[config.mk]
export PLATFORM = sky130hd
export DESIGN_NAME = axi_nibble_master_flat
export DESIGN_NICKNAME = d
export VERILOG_FILES = /design/src/rtl/axi_nibble_master_pkg.sv /design/src/rtl/axi_nibble_master_if.sv /design/src/rtl/axi_nibble_master_watchdog.sv /design/src/rtl/axi_nibble_master.sv /design/src/flat_wrapper.sv
export SDC_FILE = /design/constraint.sdc
export NUM_CORES = 1
export LEC_CHECK = 0
export ABC_AREA = 1
export CAP_MARGIN = 20
export CORE_MARGIN = 2
export CORE_UTILIZATION = 39
export DETAILED_ROUTE_END_ITERATION = 16
export GPL_ROUTABILITY_DRIVEN = 0
export PLACE_DENSITY_LB_ADDON = 0.2
export SYNTH_ARGS = -nofsm -noshare
export SYNTH_HDL_FRONTEND = slang
export SYNTH_SLANG_ARGS = --single-unit
[constraint.sdc]
create_clock -name clk -period 1.4 [get_ports clk]
set_clock_uncertainty 0.15 [all_clocks]
set_input_delay 0.28 -clock clk [delete_from_list [all_inputs] [get_ports clk]]
set_output_delay 0.28 -clock clk [all_outputs]
set_load 0.005 [all_outputs]
[src/rtl/axi_nibble_master_pkg.sv]
// Shared definitions for the nibble-bus AXI-lite-style master:
// state encoding, default channel widths and default watchdog limit.
package axi_nib_pkg;

    localparam int AXI_NIB_ADDR_W  = 4;
    localparam int AXI_NIB_WDATA_W = 4;
    localparam int AXI_NIB_RDATA_W = 8;
    localparam int AXI_NIB_TIMEOUT = 16;

    typedef enum logic [1:0] {
        ST_IDLE    = 2'd0,
        ST_RD_ADDR = 2'd1,
        ST_RD_DATA = 2'd2,
        ST_WR      = 2'd3
    } axi_nib_state_t;

endpackage

[src/rtl/axi_nibble_master_if.sv]
// Command/response port plus AR/R/AW/W handshake channels of the nibble bus.
// The master modport is the initiator's view; slave is the environment's view
// (command source and responder together).
interface axi_nib_if
    import axi_nib_pkg::*;
#(
    parameter int ADDR_W  = AXI_NIB_ADDR_W,
    parameter int WDATA_W = AXI_NIB_WDATA_W,
    parameter int RDATA_W = AXI_NIB_RDATA_W
);
    logic               cmd_valid;
    logic               cmd_ready;
    logic               cmd_write;
    logic [ADDR_W-1:0]  cmd_addr;
    logic [WDATA_W-1:0] cmd_wdata;

    logic               rsp_valid;
    logic               rsp_write;
    logic               rsp_err;
    logic [RDATA_W-1:0] rsp_rdata;

    logic               m_arvalid;
    logic [ADDR_W-1:0]  m_araddr;
    logic               s_arready;
    logic               m_rready;
    logic               s_rvalid;
    logic [RDATA_W-1:0] s_rdata;
    logic               m_awvalid;
    logic [ADDR_W-1:0]  m_awaddr;
    logic               s_awready;
    logic               m_wvalid;
    logic [WDATA_W-1:0] m_wdata;
    logic               s_wready;

    modport master (
        input  cmd_valid, cmd_write, cmd_addr, cmd_wdata,
        output cmd_ready,
        output rsp_valid, rsp_write, rsp_err, rsp_rdata,
        output m_arvalid, m_araddr, input s_arready,
        output m_rready,  input s_rvalid, s_rdata,
        output m_awvalid, m_awaddr, input s_awready,
        output m_wvalid,  m_wdata,  input s_wready
    );

    modport slave (
        output cmd_valid, cmd_write, cmd_addr, cmd_wdata,
        input  cmd_ready,
        input  rsp_valid, rsp_write, rsp_err, rsp_rdata,
        input  m_arvalid, m_araddr, output s_arready,
        input  m_rready,  output s_rvalid, s_rdata,
        input  m_awvalid, m_awaddr, output s_awready,
        input  m_wvalid,  m_wdata,  output s_wready
    );

endinterface

[src/rtl/axi_nibble_master_watchdog.sv]
// Phase watchdog: counts enabled cycles since the last clear and flags the
// TIMEOUT-th such cycle. The count saturates there so it never wraps.
module axi_nib_watchdog #(
    parameter int TIMEOUT = 16
) (
    input  logic clk,
    input  logic rst_n,
    input  logic clear_i,
    input  logic en_i,
    output logic expired_o
);
    localparam int CW = $clog2(TIMEOUT + 1);

    logic [CW-1:0] count_q;
    logic [CW-1:0] count_d;

    assign expired_o = en_i && (count_q == CW'(TIMEOUT - 1));

    // Next count: clear wins, otherwise advance until the limit is reached.
    always_comb begin
        count_d = count_q;
        if (clear_i) begin
            count_d = '0;
        end else if (en_i && !expired_o) begin
            count_d = count_q + 1'b1;
        end
    end

    // Counter register.
    always_ff @(posedge clk or negedge rst_n) begin
        if (!rst_n) begin
            count_q <= '0;
        end else begin
            count_q <= count_d;
        end
    end

endmodule

[src/rtl/axi_nibble_master.sv]
// Single-beat initiator for the nibble register bus: turns one command into
// an AR/R read or an AW+W write and returns one response pulse per command.
// Optional watchdog: define AXI_NIB_TIMEOUT_EN to abort stalled phases.
module axi_nibble_master
    import axi_nib_pkg::*;
#(
    parameter int ADDR_W  = AXI_NIB_ADDR_W,
    parameter int WDATA_W = AXI_NIB_WDATA_W,
    parameter int RDATA_W = AXI_NIB_RDATA_W,
    parameter int TIMEOUT = AXI_NIB_TIMEOUT
) (
    input logic      clk,
    input logic      rst_n,
    axi_nib_if.master bus
);
    if (TIMEOUT < 2) begin : g_bad_timeout
        $error("axi_nibble_master: TIMEOUT must be at least 2");
    end

    axi_nib_state_t     state_q;
    logic               cmd_ready_q;
    logic               rsp_valid_q;
    logic               rsp_write_q;
    logic [RDATA_W-1:0] rsp_rdata_q;
    logic               m_arvalid_q;
    logic [ADDR_W-1:0]  m_araddr_q;
    logic               m_rready_q;
    logic               m_awvalid_q;
    logic [ADDR_W-1:0]  m_awaddr_q;
    logic               m_wvalid_q;
    logic [WDATA_W-1:0] m_wdata_q;

    logic ar_hs, r_hs, aw_hs, w_hs;
    logic aw_done, w_done;

    assign ar_hs   = m_arvalid_q & bus.s_arready;
    assign r_hs    = m_rready_q  & bus.s_rvalid;
    assign aw_hs   = m_awvalid_q & bus.s_awready;
    assign w_hs    = m_wvalid_q  & bus.s_wready;
    // A write channel is done once its handshake has happened or happens now.
    assign aw_done = !m_awvalid_q || bus.s_awready;
    assign w_done  = !m_wvalid_q  || bus.s_wready;

`ifdef AXI_NIB_TIMEOUT_EN
    logic rsp_err_q;
    logic wd_expired;
    logic abort;

    axi_nib_watchdog #(
        .TIMEOUT (TIMEOUT)
    ) u_watchdog (
        .clk       (clk),
        .rst_n     (rst_n),
        .clear_i   ((state_q == ST_IDLE) || ar_hs || r_hs || aw_hs || w_hs),
        .en_i      (state_q != ST_IDLE),
        .expired_o (wd_expired)
    );

    // A handshake landing in the expiry cycle still counts as progress.
    assign abort       = wd_expired && !(ar_hs || r_hs || aw_hs || w_hs);
    assign bus.rsp_err = rsp_err_q;
`else
    assign bus.rsp_err = 1'b0;
`endif

    // Command FSM; every bus-facing output is a register updated here.
    always_ff @(posedge clk or negedge rst_n) begin
        if (!rst_n) begin
            state_q     <= ST_IDLE;
            cmd_ready_q <= 1'b1;
            rsp_valid_q <= 1'b0;
            rsp_write_q <= 1'b0;
            rsp_rdata_q <= '0;
            m_arvalid_q <= 1'b0;
            m_araddr_q  <= '0;
            m_rready_q  <= 1'b0;
            m_awvalid_q <= 1'b0;
            m_awaddr_q  <= '0;
            m_wvalid_q  <= 1'b0;
            m_wdata_q   <= '0;
`ifdef AXI_NIB_TIMEOUT_EN
            rsp_err_q   <= 1'b0;
`endif
        end else begin
            rsp_valid_q <= 1'b0;
`ifdef AXI_NIB_TIMEOUT_EN
            if (abort) begin
                state_q     <= ST_IDLE;
                cmd_ready_q <= 1'b1;
                m_arvalid_q <= 1'b0;
                m_rready_q  <= 1'b0;
                m_awvalid_q <= 1'b0;
                m_wvalid_q  <= 1'b0;
                rsp_valid_q <= 1'b1;
                rsp_write_q <= (state_q == ST_WR);
                rsp_err_q   <= 1'b1;
                rsp_rdata_q <= '0;
            end else
`endif
            begin
                case (state_q)
                    ST_IDLE: begin
                        if (bus.cmd_valid) begin
                            cmd_ready_q <= 1'b0;
                            m_araddr_q  <= bus.cmd_addr;
                            m_awaddr_q  <= bus.cmd_addr;
                            m_wdata_q   <= bus.cmd_wdata;
                            if (bus.cmd_write) begin
                                m_awvalid_q <= 1'b1;
                                m_wvalid_q  <= 1'b1;
                                state_q     <= ST_WR;
                            end else begin
                                m_arvalid_q <= 1'b1;
                                state_q     <= ST_RD_ADDR;
                            end
                        end
                    end
                    ST_RD_ADDR: begin
                        if (ar_hs) begin
                            m_arvalid_q <= 1'b0;
                            m_rready_q  <= 1'b1;
                            state_q     <= ST_RD_DATA;
                        end
                    end
                    ST_RD_DATA: begin
                        if (r_hs) begin
                            m_rready_q  <= 1'b0;
                            cmd_ready_q <= 1'b1;
                            rsp_valid_q <= 1'b1;
                            rsp_write_q <= 1'b0;
                            rsp_rdata_q <= bus.s_rdata;
`ifdef AXI_NIB_TIMEOUT_EN
                            rsp_err_q   <= 1'b0;
`endif
                            state_q     <= ST_IDLE;
                        end
                    end
                    ST_WR: begin
                        if (aw_done && w_done) begin
                            m_awvalid_q <= 1'b0;
                            m_wvalid_q  <= 1'b0;
                            cmd_ready_q <= 1'b1;
                            rsp_valid_q <= 1'b1;
                            rsp_write_q <= 1'b1;
                            rsp_rdata_q <= '0;
`ifdef AXI_NIB_TIMEOUT_EN
                            rsp_err_q   <= 1'b0;
`endif
                            state_q     <= ST_IDLE;
                        end else begin
                            if (aw_hs) m_awvalid_q <= 1'b0;
                            if (w_hs)  m_wvalid_q  <= 1'b0;
                        end
                    end
                    default: begin
                        state_q     <= ST_IDLE;
                        cmd_ready_q <= 1'b1;
                    end
                endcase
            end
        end
    end

    assign bus.cmd_ready = cmd_ready_q;
    assign bus.rsp_valid = rsp_valid_q;
    assign bus.rsp_write = rsp_write_q;
    assign bus.rsp_rdata = rsp_rdata_q;
    assign bus.m_arvalid = m_arvalid_q;
    assign bus.m_araddr  = m_araddr_q;
    assign bus.m_rready  = m_rready_q;
    assign bus.m_awvalid = m_awvalid_q;
    assign bus.m_awaddr  = m_awaddr_q;
    assign bus.m_wvalid  = m_wvalid_q;
    assign bus.m_wdata   = m_wdata_q;

endmodule

[src/flat_wrapper.sv]
// flat-port wrapper written by rule: the top's interface ports become plain ports
module axi_nibble_master_flat import axi_nib_pkg::*;
#(
    parameter int ADDR_W  = AXI_NIB_ADDR_W,
    parameter int WDATA_W = AXI_NIB_WDATA_W,
    parameter int RDATA_W = AXI_NIB_RDATA_W,
    parameter int TIMEOUT = AXI_NIB_TIMEOUT
)
  (clk, rst_n, bus_cmd_valid, bus_cmd_write, bus_cmd_addr, bus_cmd_wdata, bus_cmd_ready, bus_rsp_valid, bus_rsp_write, bus_rsp_err, bus_rsp_rdata, bus_m_arvalid, bus_m_araddr, bus_s_arready, bus_m_rready, bus_s_rvalid, bus_s_rdata, bus_m_awvalid, bus_m_awaddr, bus_s_awready, bus_m_wvalid, bus_m_wdata, bus_s_wready);
  axi_nib_if #(.ADDR_W(ADDR_W), .WDATA_W(WDATA_W), .RDATA_W(RDATA_W)) bus_i ();
  input logic clk;
  input logic rst_n;
  input wire logic [$bits(bus_i.cmd_valid)-1:0] bus_cmd_valid;
  input wire logic [$bits(bus_i.cmd_write)-1:0] bus_cmd_write;
  input wire logic [$bits(bus_i.cmd_addr)-1:0] bus_cmd_addr;
  input wire logic [$bits(bus_i.cmd_wdata)-1:0] bus_cmd_wdata;
  output wire logic [$bits(bus_i.cmd_ready)-1:0] bus_cmd_ready;
  output wire logic [$bits(bus_i.rsp_valid)-1:0] bus_rsp_valid;
  output wire logic [$bits(bus_i.rsp_write)-1:0] bus_rsp_write;
  output wire logic [$bits(bus_i.rsp_err)-1:0] bus_rsp_err;
  output wire logic [$bits(bus_i.rsp_rdata)-1:0] bus_rsp_rdata;
  output wire logic [$bits(bus_i.m_arvalid)-1:0] bus_m_arvalid;
  output wire logic [$bits(bus_i.m_araddr)-1:0] bus_m_araddr;
  input wire logic [$bits(bus_i.s_arready)-1:0] bus_s_arready;
  output wire logic [$bits(bus_i.m_rready)-1:0] bus_m_rready;
  input wire logic [$bits(bus_i.s_rvalid)-1:0] bus_s_rvalid;
  input wire logic [$bits(bus_i.s_rdata)-1:0] bus_s_rdata;
  output wire logic [$bits(bus_i.m_awvalid)-1:0] bus_m_awvalid;
  output wire logic [$bits(bus_i.m_awaddr)-1:0] bus_m_awaddr;
  input wire logic [$bits(bus_i.s_awready)-1:0] bus_s_awready;
  output wire logic [$bits(bus_i.m_wvalid)-1:0] bus_m_wvalid;
  output wire logic [$bits(bus_i.m_wdata)-1:0] bus_m_wdata;
  input wire logic [$bits(bus_i.s_wready)-1:0] bus_s_wready;
  assign bus_i.cmd_valid = bus_cmd_valid;
  assign bus_i.cmd_write = bus_cmd_write;
  assign bus_i.cmd_addr = bus_cmd_addr;
  assign bus_i.cmd_wdata = bus_cmd_wdata;
  assign bus_cmd_ready = bus_i.cmd_ready;
  assign bus_rsp_valid = bus_i.rsp_valid;
  assign bus_rsp_write = bus_i.rsp_write;
  assign bus_rsp_err = bus_i.rsp_err;
  assign bus_rsp_rdata = bus_i.rsp_rdata;
  assign bus_m_arvalid = bus_i.m_arvalid;
  assign bus_m_araddr = bus_i.m_araddr;
  assign bus_i.s_arready = bus_s_arready;
  assign bus_m_rready = bus_i.m_rready;
  assign bus_i.s_rvalid = bus_s_rvalid;
  assign bus_i.s_rdata = bus_s_rdata;
  assign bus_m_awvalid = bus_i.m_awvalid;
  assign bus_m_awaddr = bus_i.m_awaddr;
  assign bus_i.s_awready = bus_s_awready;
  assign bus_m_wvalid = bus_i.m_wvalid;
  assign bus_m_wdata = bus_i.m_wdata;
  assign bus_i.s_wready = bus_s_wready;
  axi_nibble_master #(.ADDR_W(ADDR_W), .WDATA_W(WDATA_W), .RDATA_W(RDATA_W), .TIMEOUT(TIMEOUT)) u_core (.clk(clk), .rst_n(rst_n), .bus(bus_i));
endmodule
Yosys cells after proc, flatten, opt, wreduce, memory -nomap -nowiden. Index checks and enable logic that the tools add are counted.

Eq/ne operators: 11. Bitwise gates (word level): 4. Reductions and logical operators: 19. Mux-type cells: 32.

Operator list (number): 4-bit AND reduction (5); 1-bit 2-to-1 mux (16); 8-bit 2-to-1 mux (2); 8-bit one-hot mux with 2 select lines (1); 1-bit one-hot mux with 2 select lines (6); 2-bit 2-to-1 mux (5); 2-bit one-hot mux with 4 select lines (1); 2-bit nonzero test (4); 2-bit by 1-bit != test with 1-bit output, second input constant (3); 2-bit != test, second input constant (3); 3-bit by 1-bit != test with 1-bit output, second input constant (2); 3-bit AND reduction (2); 1-bit bitwise AND (4); 2-bit equality test, second input constant (2); 1-bit one-hot mux with 3 select lines (1); 3-bit nonzero test (1); 2-bit by 1-bit equality test with 1-bit output, second input constant (1); 1-bit logical NOT (2); 2-bit logical NOT (1); 1-bit logical OR (2); 2-bit AND reduction (1); 1-bit logical AND (1).

Bits of input ports: 24. Word-level logic and storage cells: 77. Output and inout port bits: 28. Register bits: 25.

Longest topological paths before layout. Gate-level depths: netlist (run 1).

Depth in word-level cells: 5. Depth in mapped cells: 8. Depth with buffers taken out: 8.

Least setup slack after synthesis (run 1). No wires, ideal clock.

Path type: register -> register. From: reg u_core.state_q[0]. To: reg u_core.m_awaddr_q[0] (netlist: u_core.bus.m_awaddr[0]). Buffers on the path: 0. Clock period less this slack: 1.473 ns. Arrival time: 1.198 ns. Cell stages (with the launch flop): 5. Setup time: 0.125 ns. Path slack: -0.073 ns. Required time: 1.125 ns. Path through: dfrtp_1 > inv_1 > ha_1 > nand2_4 > mux2_2.

Longest elaborated chain between the ends: 2.

Ends and longest elaborated chain: from (decl) (line axi_nibble_master.sv:20) `axi_nib_state_t state_q;`; from (signal assigned) (line axi_nibble_master.sv:69) `state_q <= ST_IDLE;`; from (signal assigned) (line axi_nibble_master.sv:111) `state_q <= ST_WR;`; from (signal assigned) (line axi_nibble_master.sv:114) `state_q <= ST_RD_ADDR;`; 2-bit logical NOT (line axi_nibble_master.sv:101) `case (state_q)`; 2-bit AND reduction (no line); to (signal assigned) (line axi_nibble_master.sv:106) `m_awaddr_q <= bus.cmd_addr;`; to (decl) (line axi_nibble_master.sv:29) `logic [ADDR_W-1:0] m_awaddr_q;`.

Every way passes these cells. A chain may end at the register's enable or synchronous reset.

Final worst setup path (run 1).
From: reg u_core.state_q[0]. To: reg u_core.m_wdata_q[1] (netlist: u_core.bus.m_wdata[1]).

Longest elaborated chain between the ends: 2.

Ends and longest elaborated chain: 2-bit logical NOT (line axi_nibble_master.sv:101); 2-bit AND reduction (no line); to (signal assigned) (line axi_nibble_master.sv:107) `m_wdata_q <= bus.cmd_wdata;`; to (decl) (line axi_nibble_master.sv:31) `logic [WDATA_W-1:0] m_wdata_q;`.

Every way passes these cells.

==> summary.md, run 1 <==
| Metric | Value |
|---|---|
| First-pass GRT wire length | `5575 um` |
| Adder-cell share of the synthesized area | `0.05540` |
| Warnings, synthesis | `0` |
| Synth unique cells | `24` |
| Input/output buffers | `50` |
| Main combinational cell family by area after synthesis | `simple AND/OR/NAND/NOR gates` |
| Power Dens Cells | `555.6 mW/mm^2` |
| Worst-path clk slew | `0.15 ns` |
| Die Ht | `62.95 um` |
| Crit path max fanout | `8` |
| Area grow syn2layout | `57.43%` |
| Fraction of the mapped netlist area in simple logic gates | `0.2899` |
| Synthesized area | `0.001355 mm^2` |
| Final min period | `1.492 ns` |
| Sw frac | `0.2363` |
| Avg Synthesized Cell Area | `9.094 um^2` |
| DIE AREA | `0.003962 mm^2` |
| DRC Markers | `0` |
| Final slew viol count | `0` |
| N_diodes | `0` |
| Critical path required time | `1.49 ns` |
| Row count | `21` |
| Clock latency on the worst-skew pair | `0.33 ns` |
| P_int | `0.9051 mW` |
| Failing checks | `negative setup slack` |
| Vias | `1231` |
| Syn Nets | `179` |
| Most frequent cells in the layout | `nand2_1, buf_4, clkdlybuf4s50_1, dfrtp_1, clkbuf_2` |
| Crit start category | `flip-flop` |
| Seq pwr share | `0.609` |
| Share of layout cells above drive strength 1 | `0.4273` |
| Final setup fails | `23` |
| Final HPWL DP | `2372 um` |
| Design Power | `1.185 mW` |
| Seq/Total Area, Yosys | `0.4626` |
| Pin count of the biggest net entering global routing | `26` |
| I/O pin cnt | `52` |
| Remaining antenna violation count | `0` |
| Static Leak | `1.186 nW` |
| H-tree levels | `1` |
| Worst setup EP type | `flip-flop` |
| Register bit count reported by yosys | `25` |
| Initial Utilization | `0.4061` |
| Net Switching | `0.2801 mW` |
| Min-Delay Path Class | `input pin to async pin` |
| Final Cycle Share | `1.066` |
| Num CTS Buffers | `3` |
| Xor/xnor cell area share of the yosys netlist | `0` |
| CP arrival | `1.58 ns` |
| Post-route setup slack | `-0.09174 ns` |
| First drt pass iteration count | `4` |
| Vias in the first global route | `1250` |
| WL per Instance | `12.93 um` |
| Post-synthesis mux area share | `0.08033` |
| CTS max path bufs | `2` |
| Initial antenna violation count | `0` |
| Tot GR Track Use | `0.1832` |
| Drt first-iter violations | `65` |
| Most common cell after layout, fill and taps aside | `nand2_1` |
| Number of max-cap violations | `0` |
| FF/Latch Area | `628.1 um^2` |
| Compound-Gate Fraction of Synth Area | `0.02678` |
| Worst IR Drop VDD | `0.0004141 V` |
| Root buf cell | `clkbuf_4` |
| Fmax achieved | `670.4 MHz` |
| Routed WL | `3529 um` |
| Core area | `0.003337 mm^2` |
| Final Hold Fails | `0` |
| CTS Sinks | `25` |
| Combinational Power Share | `0.096` |
| Post-Synthesis Cells | `149` |
| CTS tree | `built` |
| NumNets Final | `258` |
| Outcome | `complete, but fails checks` |
| Fillers | `298` |
| Power share of the clock group | `0.294` |
| Via density | `4.509` |
| Footprint of the multi-input gates | `729.5 um^2` |
| Critical path type | `flip-flop to flip-flop` |
| RSZ-0062 raised after global routing | `true` |
| Die width | `62.95 um` |
| GRT Residual Overflow | `0` |
| Pre-CTS setup slack | `-0.2244 ns` |
[cell usage after synthesis, drive strengths merged]
master / number / area share
a21oi: 2 / 0.0074
ha: 6 / 0.055
nand4: 1 / 0.0046
o22ai: 1 / 0.0046
buf: 6 / 0.036
dfstp: 1 / 0.019
conb: 1 / 0.0028
o21ai: 4 / 0.015
mux2: 8 / 0.080
nor2: 5 / 0.030
nand3: 7 / 0.026
nand2: 59 / 0.19
dfrtp: 24 / 0.44
inv: 16 / 0.046
nand3b: 8 / 0.044
[stage by stage]
stage,hold WS [ns],util,area (um^2),cells,setup TNS [ns]
2_1_floorplan,-0.1656,-,1370,149,-0.1836
3_3_place_gp,0.3067,0.5939,1982,251,-3.429
3_5_place_dp,0.3070,0.5939,1982,251,-3.981
4_1_cts,0.1262,0.6434,2147,267,-1.044
5_1_grt,0.1254,0.6393,2133,273,-2.808
6_report,0.1190,0.6393,2133,273,-1.328
[worst paths after layout]
check / startpoint / endpoint / slack (ns) / cells after the start
worst max register to register: u_core.state_q[0] / u_core.bus.m_wdata[1] / -0.09 / 4
min in group clk: u_core.bus.cmd_ready / u_core.bus.cmd_ready / 0.33 / 2
worst min register to register: u_core.bus.cmd_ready / u_core.bus.cmd_ready / 0.33 / 2
worst min-delay path: rst_n / u_core.bus.rsp_rdata[5] / 0.12 / 2
max in group asynchronous: rst_n / u_core.bus.cmd_ready / 0.76 / 2
worst max-delay path: u_core.state_q[0] / u_core.bus.m_wdata[1] / -0.09 / 4
[state kept, by name, summed over array words and instances, names as in the netlist]
signal	flops
u_core.bus.m_arvalid	1
u_core.bus.rsp_valid	1
u_core.bus.m_wdata	4
u_core.bus.m_wvalid	1
u_core.bus.m_awaddr	4
u_core.bus.rsp_rdata	8
u_core.state_q	2
u_core.bus.m_awvalid	1
u_core.bus.cmd_ready	1
u_core.bus.m_rready	1
u_core.bus.rsp_write	1
[final cells by class]
class,count,share of cell area
Multi-Input combinational cell,102,0.3419
Sequential cell,25,0.2944
Timing Repair Buffer,80,0.2909
Inverter,16,0.03167
Tap cell,46,0.02698
Clock buffer,3,0.01056
Clock inverter,1,0.003519
[cell families after synthesis]
kind of cell             after synthesis
AND/OR/NAND/NOR                       80
flip-flops                            25
buffers and inverters                 22
multiplexers                           8
AO/OA/AOI/OAI                          7
adder cells (fa/ha/maj)                6
other                                  1
[critical path: stages, from the launching register on]
cell and delay (ns):
dfrtp_1 0.46, inv_2 0.14, ha_4 0.22, nand2_8 0.11, mux2_4 0.32
[power groups by stage]
stage	clock network [mW]	registers [mW]	logic (mW)
global placement	0	0.736	0.108
CTS	0.363	0.722	0.113
finish	0.349	0.722	0.114
global route	0.397	0.723	0.123
detailed placement	0	0.736	0.109
floorplan	0	0.736	0.0182
[layer usage]
layer,part of all wire,track usage,vias up,wire (um)
met5,0,0,-,0
met4,0.021,0.08333,0,75
met1,0.39,0.1963,573,1367
met2,0.53,0.3338,32,1888
met3,0.056,0.04685,7,198
li1,-,-,619,-
[what timing repair did]
item                                    4_1_cts  5_1_grt
gates resized for setup                      95       29
endpoints found under the setup margin       51       43
setup buffers                                12        6
pin swaps                                    10        6
hold buffers                                  0        0
Power figures use the tool's default switching activity.
==> run 2, diff against run 1 <==
- ABC_AREA: 1 -> default
- CORE_UTILIZATION: 39 -> 38
- SLEW_MARGIN: default -> 20
==> run 2 against run 1 <==
Compared with the run above:
- the flow still finishes with violations (negative setup slack)
- worst setup slack lost 0.31 ns
- sequential cell count did not move
- clock power grew 1%
- final cell count fell by 11%
- die area down 4.7%
- register-to-register slack got worse by 0.31 ns
- via count shrank 6.2%
- critical endpoint is now u_core.bus.rsp_rdata[3]
- largest cell class is now non-clock buffers
- largest power group is now combinational logic
==> summary.md, run 2 <==
| Metric | Value |
|---|---|
| Outcome | `complete, but fails checks` |
| Failing checks | `negative setup slack` |
| CTS max path bufs | `2` |
| Final min period | `1.802 ns` |
| Worst-path clk slew | `0.15 ns` |
| NumNets Final | `230` |
| P_int | `3.372 mW` |
| Avg Synthesized Cell Area | `11.83 um^2` |
| Design Power | `5.165 mW` |
| Worst setup EP type | `flip-flop` |
| Num CTS Buffers | `3` |
| Share of layout cells above drive strength 1 | `0.5930` |
| Register bit count reported by yosys | `25` |
| Area grow syn2layout | `87.63%` |
| Warnings, synthesis | `0` |
| Sw frac | `0.3472` |
| Commonest cells post-synth | `dfrtp_1, mux2_2, nand2_1` |
| Die Ht | `61.44 um` |
| WL per Instance | `14.97 um` |
| Setup_tns | `-7.824 ns` |
| Seq/Total Area, Yosys | `0.5000` |
| Post-Synthesis Cells | `106` |
| Combinational Power Share | `0.673` |
| Worst IR Drop VDD | `0.001551 V` |
| Routed WL | `3637 um` |
| Die width | `61.44 um` |
| Input/output buffers | `50` |
| RSZ-0062 raised after global routing | `true` |
| Placed cell count | `217` |
| Placed cell areas | `0.001992 mm^2` |
| Number of synthesized flops with an enable pin | `0` |
| Syn Nets | `136` |
| Final HPWL DP | `2200 um` |
| GRT Residual Overflow | `0` |
| Via density | `4.753` |
| Most common cell after layout, fill and taps aside | `buf_4` |
| CTS tree | `built` |
| Final Cycle Share | `1.287` |
| Fillers | `224` |
| Power share of the clock group | `0.068` |
| Pre-CTS setup slack | `-0.5843 ns` |
| Top_reg_cell synth | `dfrtp_1` |
| Pin count of the biggest net entering global routing | `26` |
| CTS Sinks | `25` |
| R2R cell count | `6` |
| N_diodes | `0` |
| Synth unique cells | `25` |
| Crit start category | `flip-flop` |
| Static Leak | `1.097 nW` |
| Number of flip-flops in the largest register | `8` |
| Synthesized area | `0.001254 mm^2` |
| Critical R2R Launch | `u_core.state_q[0]` |
| Tot GR Track Use | `0.1943` |
| Util after Layout | `0.7581` |
| Yosys top cell area share | `0.4790` |
| FF-to-FF End | `u_core.bus.rsp_rdata[3]` |
| Root buf cell | `clkbuf_4` |
| Critical path required time | `1.49 ns` |
| Crit path max fanout | `9` |
| DRC Markers | `0` |
| Ranking of synthesized cells by area | `dfrtp_1, mux2_2, ha_1` |
| I/O pin cnt | `52` |
| Initial antenna violation count | `0` |
| Post-Layout Cell Count | `243` |
| Post-route setup slack | `-0.4018 ns` |
| Final Hold Fails | `0` |
| Fmax achieved | `555.0 MHz` |
| DIE AREA | `0.003775 mm^2` |
| H-tree levels | `1` |
| Final Cell Area | `0.002352 mm^2` |
| Vias in the first global route | `1163` |
| Seq pwr share | `0.259` |
| Remaining antenna violation count | `0` |
| Number of max-cap violations | `0` |
| First drt pass iteration count | `4` |
| Ys async rst share | `1.000` |
| Drt first-iter violations | `29` |
| R2R setup slack | `-0.40 ns` |
| Vias | `1155` |
| Most frequent cell after synthesis | `dfrtp_1` |
| Final setup fails | `33` |
| Min-Delay Path Class | `input pin to async pin` |
| Most frequent cells in the layout | `buf_4, clkdlybuf4s50_1, dfrtp_1` |
| Footprint of the multi-input gates | `774.5 um^2` |
| Core area | `0.003103 mm^2` |
| Power Dens Cells | `2196 mW/mm^2` |
| Net Switching | `1.794 mW` |
| Critical path type | `flip-flop to flip-flop` |
| First-pass GRT wire length | `5368 um` |
| Synth area leader | `dfrtp_1` |
| FF/Latch Area | `629.4 um^2` |
| CP arrival | `1.90 ns` |
| Final slew viol count | `0` |
| Hold WS | `0.1274 ns` |
| Clock latency on the worst-skew pair | `0.34 ns` |
| Initial Utilization | `0.4040` |
| Row count | `20` |
run 2: critical path, cell delays in order, from the launching register on:
cell and delay [ns]:
dfrtp_2 0.44, inv_2 0.07, ha_4 0.17, or2b_1 0.25, a21boi_4 0.16, buf_12 0.15
mux2_2 0.33
run 2: cells by family (layout without fill, tap and decap cells):
kind of cell / Yosys count / in the layout / share of synthesized area
AOI/OAI and AO/OA: 18 / 18 / 0.1048
adders and majority gates: 6 / 6 / 0.05988
buffers and inverters: 11 / 103 / 0.04791
DFF: 25 / 25 / 0.5000
muxes: 20 / 20 / 0.1776
other: 1 / 1 / 0.002991
and+or+nand+nor: 25 / 26 / 0.1068
run 2: power by group through the flow:
stage / Combinational (mW) / Clock [mW] / Sequential (mW)
5_1_grt: 3.71 / 0.394 / 1.38
3_3_place_gp: 2.41 / 0 / 1.31
4_1_cts: 3.18 / 0.364 / 1.31
2_1_floorplan: 1.12 / 0 / 1.34
6_report: 3.47 / 0.353 / 1.34
3_5_place_dp: 2.48 / 0 / 1.33
run 2: cell type report:
| type | count | share of cell area |
|---|---|---|
| inverter | 5 | 0.009043 |
| clock buffer | 3 | 0.009574 |
| timing repair buffer | 94 | 0.3580 |
| multi-input combinational | 71 | 0.3293 |
| tap | 44 | 0.02340 |
| clock inverter | 1 | 0.003191 |
| sequential | 25 | 0.2676 |
run 2: worst max path at each step:
stage | from | to | slack, ns | depth (start not counted)
floorplan | u_core.state_q[0] | u_core.bus.rsp_rdata[0] | -0.38 | 5
global placement | bus_s_awready | u_core.bus.rsp_rdata[4] | -0.53 | 6
detailed placement | bus_s_wready | u_core.bus.rsp_rdata[2] | -0.58 | 6
CTS | u_core.state_q[0] | u_core.bus.rsp_rdata[5] | -0.41 | 6
global route | u_core.state_q[1] | u_core.bus.rsp_rdata[0] | -0.44 | 6
finish | u_core.state_q[0] | u_core.bus.rsp_rdata[3] | -0.40 | 6
run 2: layer usage:
layer | vias up | track usage | part of all wire
li1 | 549 | - | -
met1 | 567 | 0.2402 | 0.41
met2 | 34 | 0.3419 | 0.54
met3 | 5 | 0.02521 | 0.042
met4 | 0 | 0.07903 | 0.013
met5 | - | 0 | 0
run 2: repair_timing:
| item | CTS | global route |
|---|---|---|
| hold buffers | 0 | 0 |
| pin swaps | 6 | 4 |
| resized for setup | 126 | 34 |
| cloned | 1 | 0 |
| setup endpoints to repair | 51 | 48 |
| setup buffers | 15 | 10 |
==> run 3, diff against run 2 <==
- HOLD_SLACK_MARGIN: default -> 0.02
==> results of run 3 <==
The final DEF is identical to that of run 2; final timing and power are the same.
